File: config.mk
export PLATFORM = sky130hd
export DESIGN_NAME = sdp_mrdma_ig_req_gen_flat
export DESIGN_NICKNAME = d
export VERILOG_FILES = /design/src/rtl/sdp_mrdma_ig_req_gen_if.sv /design/src/rtl/sdp_mrdma_ig_req_gen.sv /design/src/flat_wrapper.sv
export SDC_FILE = /design/constraint.sdc
export NUM_CORES = 1
export LEC_CHECK = 0
export CAP_MARGIN = 20
export CORE_MARGIN = 10
export CORE_UTILIZATION = 35
export CTS_CLUSTER_SIZE = 40
export DETAILED_ROUTE_END_ITERATION = 10
export GPL_ROUTABILITY_DRIVEN = 0
export PLACE_DENSITY_LB_ADDON = 0.12
export SYNTH_ARGS = -nofsm -noshare
export SYNTH_HDL_FRONTEND = slang
export SYNTH_SLANG_ARGS = --single-unit
File: constraint.sdc
create_clock -name nvdla_core_clk -period 5.8 [get_ports nvdla_core_clk]
set_input_delay 0.87 -clock nvdla_core_clk [delete_from_list [all_inputs] [get_ports nvdla_core_clk]]
set_output_delay 0.87 -clock nvdla_core_clk [all_outputs]
set_load 0.05 [all_outputs]
File: src/rtl/sdp_mrdma_ig_req_gen_if.sv
// ----------------------------------------------------------------------------
// sdp_mrdma_ig_req_gen_if
// Groups the two request-side handshakes of the MRDMA ingress request generator:
//   dma_rd_req_vld/rdy/pd : 32B-atom DMA read request, pd = {size[14:0], addr[63:0]}
//   ig2cq_pvld/prdy/pd    : 14-bit context push into the cq FIFO
// master : the request generator (drives valids and payloads)
// slave  : the DMA / cq FIFO side (drives the readies)
// ----------------------------------------------------------------------------
interface sdp_mrdma_ig_req_gen_if;
    logic        dma_rd_req_vld;
    logic        dma_rd_req_rdy;
    logic [78:0] dma_rd_req_pd;
    logic        ig2cq_pvld;
    logic        ig2cq_prdy;
    logic [13:0] ig2cq_pd;

    modport master (
        output dma_rd_req_vld, dma_rd_req_pd, ig2cq_pvld, ig2cq_pd,
        input  dma_rd_req_rdy, ig2cq_prdy
    );

    modport slave (
        input  dma_rd_req_vld, dma_rd_req_pd, ig2cq_pvld, ig2cq_pd,
        output dma_rd_req_rdy, ig2cq_prdy
    );
endinterface

File: src/rtl/sdp_mrdma_ig_req_gen.sv
// ----------------------------------------------------------------------------
// sdp_mrdma_ig_req_gen
// Ingress request generator of the SDP MRDMA. After op_load it walks a
// height x width surface and issues DMA read requests of up to 8 atoms (32B
// each). Every request is paired with a context word pushed into the cq FIFO;
// both transfer in the same cycle or not at all. ig_done pulses one cycle
// after the last request of the layer is accepted.
//
// Ports
//   nvdla_core_clk / nvdla_core_rstn : clock, async active-low reset
//   op_load                          : 1-cycle start pulse (ignored unless idle)
//   reg2dp_*                         : surface configuration, latched in CALC
//   req_if (master)                  : DMA request + cq context handshakes
//   ig_done                          : 1-cycle pulse after last accept
//   dp2reg_mrdma_stall_cnt           : stall perf counter
//
// Build option: define SDP_MRDMA_IG_PERF_EN to implement the stall counter
// (cycles in REQ without accept, saturating, cleared on an accepted op_load).
// Without it the counter output is tied to zero.
//
// state | meaning
// IDLE  | waiting for op_load
// CALC  | latch configuration, derive atoms per line
// REQ   | present current request until accepted
// ----------------------------------------------------------------------------
module sdp_mrdma_ig_req_gen (
    input  logic        nvdla_core_clk,
    input  logic        nvdla_core_rstn,
    input  logic        op_load,
    input  logic [31:0] reg2dp_src_base_addr_high,
    input  logic [26:0] reg2dp_src_base_addr_low,
    input  logic [26:0] reg2dp_src_line_stride,
    input  logic [12:0] reg2dp_width,
    input  logic [12:0] reg2dp_height,
    input  logic [1:0]  reg2dp_in_precision,
    sdp_mrdma_ig_req_gen_if.master req_if,
    output logic        ig_done,
    output logic [31:0] dp2reg_mrdma_stall_cnt
);

    localparam int          AW        = 64;
    localparam logic [13:0] MAX_ATOMS = 14'd8;

    typedef enum logic [1:0] {IDLE, CALC, REQ} state_t;

    state_t          state_q;
    logic [AW-1:0]   line_addr_q;
    logic [26:0]     stride_q;
    logic [13:0]     apl_q;
    logic [13:0]     atom_idx_q;
    logic [12:0]     line_idx_q;
    logic [12:0]     height_q;
    logic            done_q;

    logic [13:0]     width_p1;
    logic [14:0]     line_bytes;
    logic [14:0]     line_bytes_rnd;
    logic [13:0]     rem_atoms;
    logic [3:0]      req_atoms;
    logic [3:0]      req_atoms_m1;
    logic [AW-1:0]   req_addr;
    logic            line_end;
    logic            layer_end;
    logic            in_req;
    logic            accept;

    // Precision codes 1..3 all use 2 bytes per element.
    always_comb begin
        width_p1       = {1'b0, reg2dp_width} + 14'd1;
        line_bytes     = (reg2dp_in_precision != 2'd0) ? {width_p1, 1'b0} : {1'b0, width_p1};
        line_bytes_rnd = line_bytes + 15'd31;
    end

    // Remaining atoms are always >= 1 in REQ, so rem <= 8 means this request closes the line.
    always_comb begin
        rem_atoms    = apl_q - atom_idx_q;
        req_atoms    = (rem_atoms >= MAX_ATOMS) ? 4'd8 : rem_atoms[3:0];
        req_atoms_m1 = req_atoms - 4'd1;
        line_end     = (rem_atoms <= MAX_ATOMS);
        layer_end    = line_end && (line_idx_q == height_q);
        req_addr     = line_addr_q + {45'd0, atom_idx_q, 5'd0};
        in_req       = (state_q == REQ);
        accept       = in_req && req_if.dma_rd_req_rdy && req_if.ig2cq_prdy;
    end

    // Each valid is qualified by the other side's ready so both transfer together.
    always_comb begin
        req_if.dma_rd_req_vld = in_req && req_if.ig2cq_prdy;
        req_if.ig2cq_pvld     = in_req && req_if.dma_rd_req_rdy;
        req_if.dma_rd_req_pd  = in_req ? {11'd0, req_atoms_m1, req_addr} : 79'd0;
        req_if.ig2cq_pd       = in_req ? {9'd0, layer_end, line_end, req_atoms_m1[2:0]} : 14'd0;
    end

    always_ff @(posedge nvdla_core_clk or negedge nvdla_core_rstn) begin
        if (!nvdla_core_rstn) begin
            state_q     <= IDLE;
            line_addr_q <= '0;
            stride_q    <= '0;
            apl_q       <= '0;
            atom_idx_q  <= '0;
            line_idx_q  <= '0;
            height_q    <= '0;
            done_q      <= 1'b0;
        end else begin
            done_q <= 1'b0;
            case (state_q)
                IDLE: begin
                    if (op_load) state_q <= CALC;
                end
                CALC: begin
                    line_addr_q <= {reg2dp_src_base_addr_high, reg2dp_src_base_addr_low, 5'd0};
                    stride_q    <= reg2dp_src_line_stride;
                    apl_q       <= {4'd0, line_bytes_rnd[14:5]};
                    height_q    <= reg2dp_height;
                    atom_idx_q  <= '0;
                    line_idx_q  <= '0;
                    state_q     <= REQ;
                end
                REQ: begin
                    if (accept) begin
                        if (layer_end) begin
                            done_q  <= 1'b1;
                            state_q <= IDLE;
                        end else if (line_end) begin
                            atom_idx_q  <= '0;
                            line_idx_q  <= line_idx_q + 13'd1;
                            line_addr_q <= line_addr_q + {32'd0, stride_q, 5'd0};
                        end else begin
                            atom_idx_q <= atom_idx_q + {10'd0, req_atoms};
                        end
                    end
                end
                default: state_q <= IDLE;
            endcase
        end
    end

    assign ig_done = done_q;

`ifdef SDP_MRDMA_IG_PERF_EN
    logic [31:0] stall_cnt_q;
    logic [31:0] stall_cnt_d;

    always_comb begin
        stall_cnt_d = stall_cnt_q;
        if (state_q == IDLE && op_load) begin
            stall_cnt_d = '0;
        end else if (in_req && !accept && stall_cnt_q != 32'hFFFF_FFFF) begin
            stall_cnt_d = stall_cnt_q + 32'd1;
        end
    end

    always_ff @(posedge nvdla_core_clk or negedge nvdla_core_rstn) begin
        if (!nvdla_core_rstn) stall_cnt_q <= '0;
        else                  stall_cnt_q <= stall_cnt_d;
    end

    assign dp2reg_mrdma_stall_cnt = stall_cnt_q;
`else
    assign dp2reg_mrdma_stall_cnt = 32'h0;
`endif

endmodule

File: src/flat_wrapper.sv
// flat-port wrapper written by rule: the top's interface ports become plain ports
module sdp_mrdma_ig_req_gen_flat 
  (nvdla_core_clk, nvdla_core_rstn, op_load, reg2dp_src_base_addr_high, reg2dp_src_base_addr_low, reg2dp_src_line_stride, reg2dp_width, reg2dp_height, reg2dp_in_precision, ig_done, dp2reg_mrdma_stall_cnt, req_if_dma_rd_req_vld, req_if_dma_rd_req_pd, req_if_ig2cq_pvld, req_if_ig2cq_pd, req_if_dma_rd_req_rdy, req_if_ig2cq_prdy);
  sdp_mrdma_ig_req_gen_if req_if_i ();
  input  logic nvdla_core_clk;
  input  logic nvdla_core_rstn;
  input  logic op_load;
  input  logic [31:0] reg2dp_src_base_addr_high;
  input  logic [26:0] reg2dp_src_base_addr_low;
  input  logic [26:0] reg2dp_src_line_stride;
  input  logic [12:0] reg2dp_width;
  input  logic [12:0] reg2dp_height;
  input  logic [1:0] reg2dp_in_precision;
  output logic ig_done;
  output logic [31:0] dp2reg_mrdma_stall_cnt;
  output wire logic [$bits(req_if_i.dma_rd_req_vld)-1:0] req_if_dma_rd_req_vld;
  output wire logic [$bits(req_if_i.dma_rd_req_pd)-1:0] req_if_dma_rd_req_pd;
  output wire logic [$bits(req_if_i.ig2cq_pvld)-1:0] req_if_ig2cq_pvld;
  output wire logic [$bits(req_if_i.ig2cq_pd)-1:0] req_if_ig2cq_pd;
  input wire logic [$bits(req_if_i.dma_rd_req_rdy)-1:0] req_if_dma_rd_req_rdy;
  input wire logic [$bits(req_if_i.ig2cq_prdy)-1:0] req_if_ig2cq_prdy;
  assign req_if_dma_rd_req_vld = req_if_i.dma_rd_req_vld;
  assign req_if_dma_rd_req_pd = req_if_i.dma_rd_req_pd;
  assign req_if_ig2cq_pvld = req_if_i.ig2cq_pvld;
  assign req_if_ig2cq_pd = req_if_i.ig2cq_pd;
  assign req_if_i.dma_rd_req_rdy = req_if_dma_rd_req_rdy;
  assign req_if_i.ig2cq_prdy = req_if_ig2cq_prdy;
  sdp_mrdma_ig_req_gen u_core (.nvdla_core_clk(nvdla_core_clk), .nvdla_core_rstn(nvdla_core_rstn), .op_load(op_load), .reg2dp_src_base_addr_high(reg2dp_src_base_addr_high), .reg2dp_src_base_addr_low(reg2dp_src_base_addr_low), .reg2dp_src_line_stride(reg2dp_src_line_stride), .reg2dp_width(reg2dp_width), .reg2dp_height(reg2dp_height), .reg2dp_in_precision(reg2dp_in_precision), .req_if(req_if_i), .ig_done(ig_done), .dp2reg_mrdma_stall_cnt(dp2reg_mrdma_stall_cnt));
endmodule
After elaboration in Yosys (flattened, before gate mapping) --
Cells that the tools add are included.
Cells by class: add/subtract/negate cells 8, magnitude comparators 2, equality and inequality tests 8, mux-type cells 23, reduce and logical (&&, ||, !) cells 10
Operators with widths (count):
- $mux 64 | 3
- $pmux 64 s2 | 1
- $mux 68 | 1
- $add 64x19->64 | 1
- $add 64x32->64 | 1
- $mux 14 | 3
- $mux 13 | 3
- $pmux 14 s2 | 1
- $pmux 13 s2 | 1
- $add 15x5->15 const B | 1
- $mux 15 | 1
- $add 13x1->14 const B | 1
- $add 14x4->14 | 1
- $ge 14x4->1 const B | 1
- $le 14x4->1 const B | 1
- $sub 10x14->14 | 1
- $add 13x1->13 const B | 1
- $eq 13x13->1 | 1
- $mux 2 | 3
- $ne 2x2->1 const B | 3
- $pmux 2 s3 | 1
- $reduce_and 3->1 | 2
- $mux 5 | 1
- $logic_and 1x1->1 | 4
- other kinds (9) | 13
Word-level totals: bits in registers 144, output and inout bits 128, logic and storage cells 59

Longest topological paths before layout --
depth after elaboration 8, gate-level depth with buffers 18

Worst setup path before layout --
No wires, ideal clock.
path type register -> output, from reg u_core.atom_idx_q[0], to out req_if_ig2cq_pd[2], arrival time 3.995 ns, setup slack 0.935 ns, stages on the path, launching flop included 14, path buffers 1, path through dfrtp_1 -> ha_1 -> fa_1 -> nand2b_1 -> a21oi_1 -> o32ai_1 -> nor4b_1 -> and4b_1 -> nand4_1 -> or2_2 -> ha_1 -> xnor2_1 -> nor2_1 -> buf_4
On the way: longest elaborated chain between the ends 5
RTL lines:
- start: declaration | RTL line sdp_mrdma_ig_req_gen.sv:50 | logic [13:0] atom_idx_q;
- start signal: assignment | RTL line sdp_mrdma_ig_req_gen.sv:129 | atom_idx_q <= atom_idx_q + {10'd0, req_atoms};
- $sub 10x14->14 (*) | RTL line sdp_mrdma_ig_req_gen.sv:76 | rem_atoms = apl_q - atom_idx_q;
- $ge 14x4->1 | RTL line sdp_mrdma_ig_req_gen.sv:77 | req_atoms = (rem_atoms >= MAX_ATOMS) ? 4'd8 : rem_atoms[3:0];
- $mux 4 (*) | RTL line sdp_mrdma_ig_req_gen.sv:77
- $sub 4x1->4 (*) | RTL line sdp_mrdma_ig_req_gen.sv:78 | req_atoms_m1 = req_atoms - 4'd1;
- $mux 5 (*) | RTL line sdp_mrdma_ig_req_gen.sv:91 | req_if.ig2cq_pd = in_req ? {9'd0, layer_end, line_end, req_atoms_m1[2:0]} : 14'd0;
- end: declaration | RTL line flat_wrapper.sv:19 | output wire logic [$bits(req_if_i.ig2cq_pd)-1:0] req_if_ig2cq_pd;
Every way passes the cells marked *; elsewhere a longest branch is shown, timed or not.

Worst setup path in the final report --
from reg u_core.atom_idx_q[0], to out req_if_ig2cq_pd[1]
The elaborated chain is that of the path after synthesis.

==> flow_metrics.tcl <==
set metrics [dict create \
    outcome "finished, final reports clean" \
    htreeDepth 4 \
    worst_slack_ns 0.230 \
    detail_route.wl_per_cell_um 19.5 \
    setup_viol 0 \
    synth.distinct_cells 88 \
    drv_cap 0 \
    die_h_um 206 \
    p_per_area_nw_per_um2 563 \
    first_iter_violations 832 \
    dieArea_um2 42600 \
    layout-drive-gt1-share_pct 8.81 \
    cp_max_fo 6 \
    grt_start_max_net_pins 94 \
    dp_hpwl_um 30800 \
    hold_viol 0 \
    swShare_pct 51.5 \
    final_common_cell "clkdlybuf4s50_1" \
    finalMaxSlewViolations 0 \
    layout-area-overhead-vs-synth_pct 21.4 \
    path_cells "ha_1 > fa_1 > nand2b_1 > a21oi_1 > o32ai_1 > nor4b_1 > and4b_1 > nand4_1 > or2_2 > ha_1 > nor2_1 > dlygate4sd2_1" \
    finalClockSkew_ns 0.0111 \
    internal-power_mw 4.03 \
    cts_root_buf "clkbuf_16" \
    place_area_um2 14200 \
    ys.flop_type "dfrtp_1" \
    synth-seq-cells 139 \
    grt_pass1_wl_um 63300 \
    drt-met1-wl_um 18300 \
    overflow 0 \
    diodes 0 \
    die_x_um 206 \
    worstPathRequired_ns 4.93 \
    syn_avg_cell_area_um2 8.22 \
    critPathArrivalTime_ns 4.70 \
    seqCellArea_um2 3480 \
    p_seq_share_pct 22.7 \
    period_minus_slack_ns 5.57 \
    critPathLaunchType "register" \
    clockBufferDepth 2 \
    tightest_slew_ns 1.01 \
    crit_top_cell "ha_1" \
    floorplan.initialDensity_pct 35.4 \
    holdCritPathClass "in2async" \
    layout.nets 1807 \
    cp_slowest_cell "dlygate4sd2_1" \
    core_um2 34400 \
    min_period_over_period_pct 96.0 \
    first_pass_iters 5 \
    power_mw 8.31 \
    cpPeakStageDelay_ns 0.55 \
    cts_tree "yes" \
    fillCellCount 3497 \
    ys.warnings.count 0 \
    top_layer_used "met4" \
    clkLatencyLatePin_ns 0.44 \
    power.switching_mw 4.28 \
    gr-usage-all-layers_pct 18.8 \
    vias_per_cell 5.45 \
    synth_edf_count 0 \
    cts_made_buffers 17 \
    clk_pin_slew_ns 0.06 \
    multi_input_area_um2 7940 \
    final_cell_area_um2 14800 \
    whs_ns 0.486 \
    async_flop_share_pct 100 \
    vias 11400 \
    clock-sinks 139 \
    post_cts_buffers 0 \
    crit_path_end_kind "output pin" \
    drt-total-wl_um 40700 \
    synth_area_um2 12200 \
    path_class "reg2out" \
    drtAntennaViolNets 0 \
    dp_slack_ns 0.457 \
    max_freq_ghz 0.180 \
    row_count 68 \
    grt_pass1_vias 11300 \
    relSlewSlack_pct 32.5 \
    antenna_found_initial 0 \
    combPwrFrac_pct 63.8 \
    io_pins 247 \
    p_clk_share_pct 13.5 \
    power_leakage_nw 6.10 \
    drc 0 \
    yosysSeqAreaShare_pct 28.6 \
    ir_worst_vdd_v 0.000256 \
    io_buffer_count 189 \
    syn_inst 1479 \
    dr_wl_met3_um 2340 \
    wl_met2_um 19500 \
    layout_common_cells "163 x clkdlybuf4s50_1, 139 x dfrtp_1, 126 x nor2_1" \
]
synthesized netlist by cell type, drive strengths merged, types with 4 or more instances:
cell type	number	area share, %
and2	12	0.62
and3	20	1.0
or4	10	0.68
buf	86	4.9
a211oi	11	0.68
o21a	10	0.62
o21bai	6	0.37
o32ai	7	0.50
dfrtp	139	29
nand3b	8	0.49
nor2	128	4.1
a22o	5	0.36
nand3	57	2.4
inv	55	1.7
nand2b	17	0.87
nor3	41	1.7
xnor2	55	4.0
a221oi	5	0.36
or2	10	0.51
a31oi	15	0.77
or3	29	1.5
a21oi	97	4.0
o41ai	9	0.96
a21o	23	1.4
o31a	9	0.65
xor2	34	2.4
ha	62	6.4
o31ai	15	0.93
nand2	124	3.8
o211ai	9	0.56
nor4	18	0.93
nor3b	5	0.31
nor2b	13	0.67
clkbuf	49	1.5
fa	4	0.66
o22ai	13	0.67
a211o	4	0.29
o2111ai	6	0.43
a22oi	7	0.43
mux2i	32	2.6
o21ai	98	4.1
nor4b	5	0.48
mux2	42	3.9
nand4	31	1.7
path summary, 6_finish.rpt:
path | slack, ns | start | to | depth (start not counted)
worst max-delay path | 0.23 | u_core.atom_idx_q[0] | req_if_ig2cq_pd[1] | 12
worst min-delay path | 0.49 | nvdla_core_rstn | u_core.height_q[7] | 1
worst max register to register | 0.77 | u_core.atom_idx_q[0] | u_core.atom_idx_q[13] | 17
worst min register to register | 0.52 | u_core.stride_q[8] | u_core.stride_q[8] | 1
max in group asynchronous | 4.14 | nvdla_core_rstn | u_core.stride_q[2] | 2
min in group nvdla_core_clk | 0.52 | u_core.stride_q[8] | u_core.stride_q[8] | 1
cell families (layout without fill, tap and decap cells):
| kind of cell | after synthesis | after routing | synth area share (%) |
|---|---|---|---|
| buffers and inverters | 190 | 290 | 8.09 |
| flip-flops | 139 | 139 | 28.6 |
| AND/OR/NAND/NOR | 538 | 538 | 22.6 |
| AO/OA/AOI/OAI | 382 | 382 | 20.7 |
| other | 1 | 57 | 0.0308 |
| multiplexers | 74 | 74 | 6.52 |
| XOR/XNOR | 89 | 89 | 6.41 |
| adder cells (fa/ha/maj) | 66 | 66 | 7.04 |
stage by stage:
step | utilization [%] | cells | setup TNS [ns]
after CTS | 42.9 | 2090 | 0
final | 42.9 | 2090 | 0
after detailed placement | 41.2 | 2058 | 0
after global routing | 42.9 | 2090 | -0.0956
after floorplan | - | 1535 | 0
after global placement | 41.2 | 2058 | 0
critical path, delay by kind of cell, from the launching register on:
family	cells	cell delay [ns]
DFF	1	0.45
AOI/OAI and AO/OA	2	0.49
and+or+nand+nor	6	1.81
adders and majority gates	3	0.96
buffers and inverters	1	0.55
per-layer routing:
| layer | global-route usage, % | up-vias |
|---|---|---|
| met2 | 31.2 | 300 |
| li1 | - | 5568 |
| met3 | 4.00 | 29 |
| met5 | 0 | - |
| met4 | 4.27 | 0 |
| met1 | 24.4 | 5492 |
repair_timing:
| item | 4_1_cts | 5_1_grt |
|---|---|---|
| hold endpoints to repair | 0 | 0 |
| pin swaps | 0 | 0 |
| resized for setup | 5 | 15 |
| hold buffers | 0 | 0 |
| setup endpoints to repair | 6 | 13 |
power groups by stage:
stage          Clock, mW  Sequential [mW]  Combinational (mW)
2_1_floorplan          0             1.66                4.10
3_3_place_gp           0             1.89                5.24
3_5_place_dp           0             1.90                5.29
4_1_cts             1.15             1.88                5.31
5_1_grt             1.19             1.94                5.86
6_report            1.12             1.88                5.30
layout make-up:
class | count | area share (%)
Clock buffer | 17 | 2.88
Tap cell | 455 | 3.86
Sequential cell | 139 | 23.6
Multi-Input combinational cell | 1206 | 53.8
Inverter | 55 | 1.40
Timing Repair Buffer | 203 | 13.4
Clock inverter | 15 | 1.11
registers in the layout, indices dropped and copies added (netlist names):
| signal | count |
|---|---|
| u_core.state_q | 2 |
| u_core.apl_q | 10 |
| u_core.stride_q | 27 |
| u_core.line_idx_q | 13 |
| u_core.atom_idx_q | 14 |
| u_core.line_addr_q | 59 |
| u_core.height_q | 13 |
| u_core.ig_done | 1 |
Power figures use the tool's default switching activity.
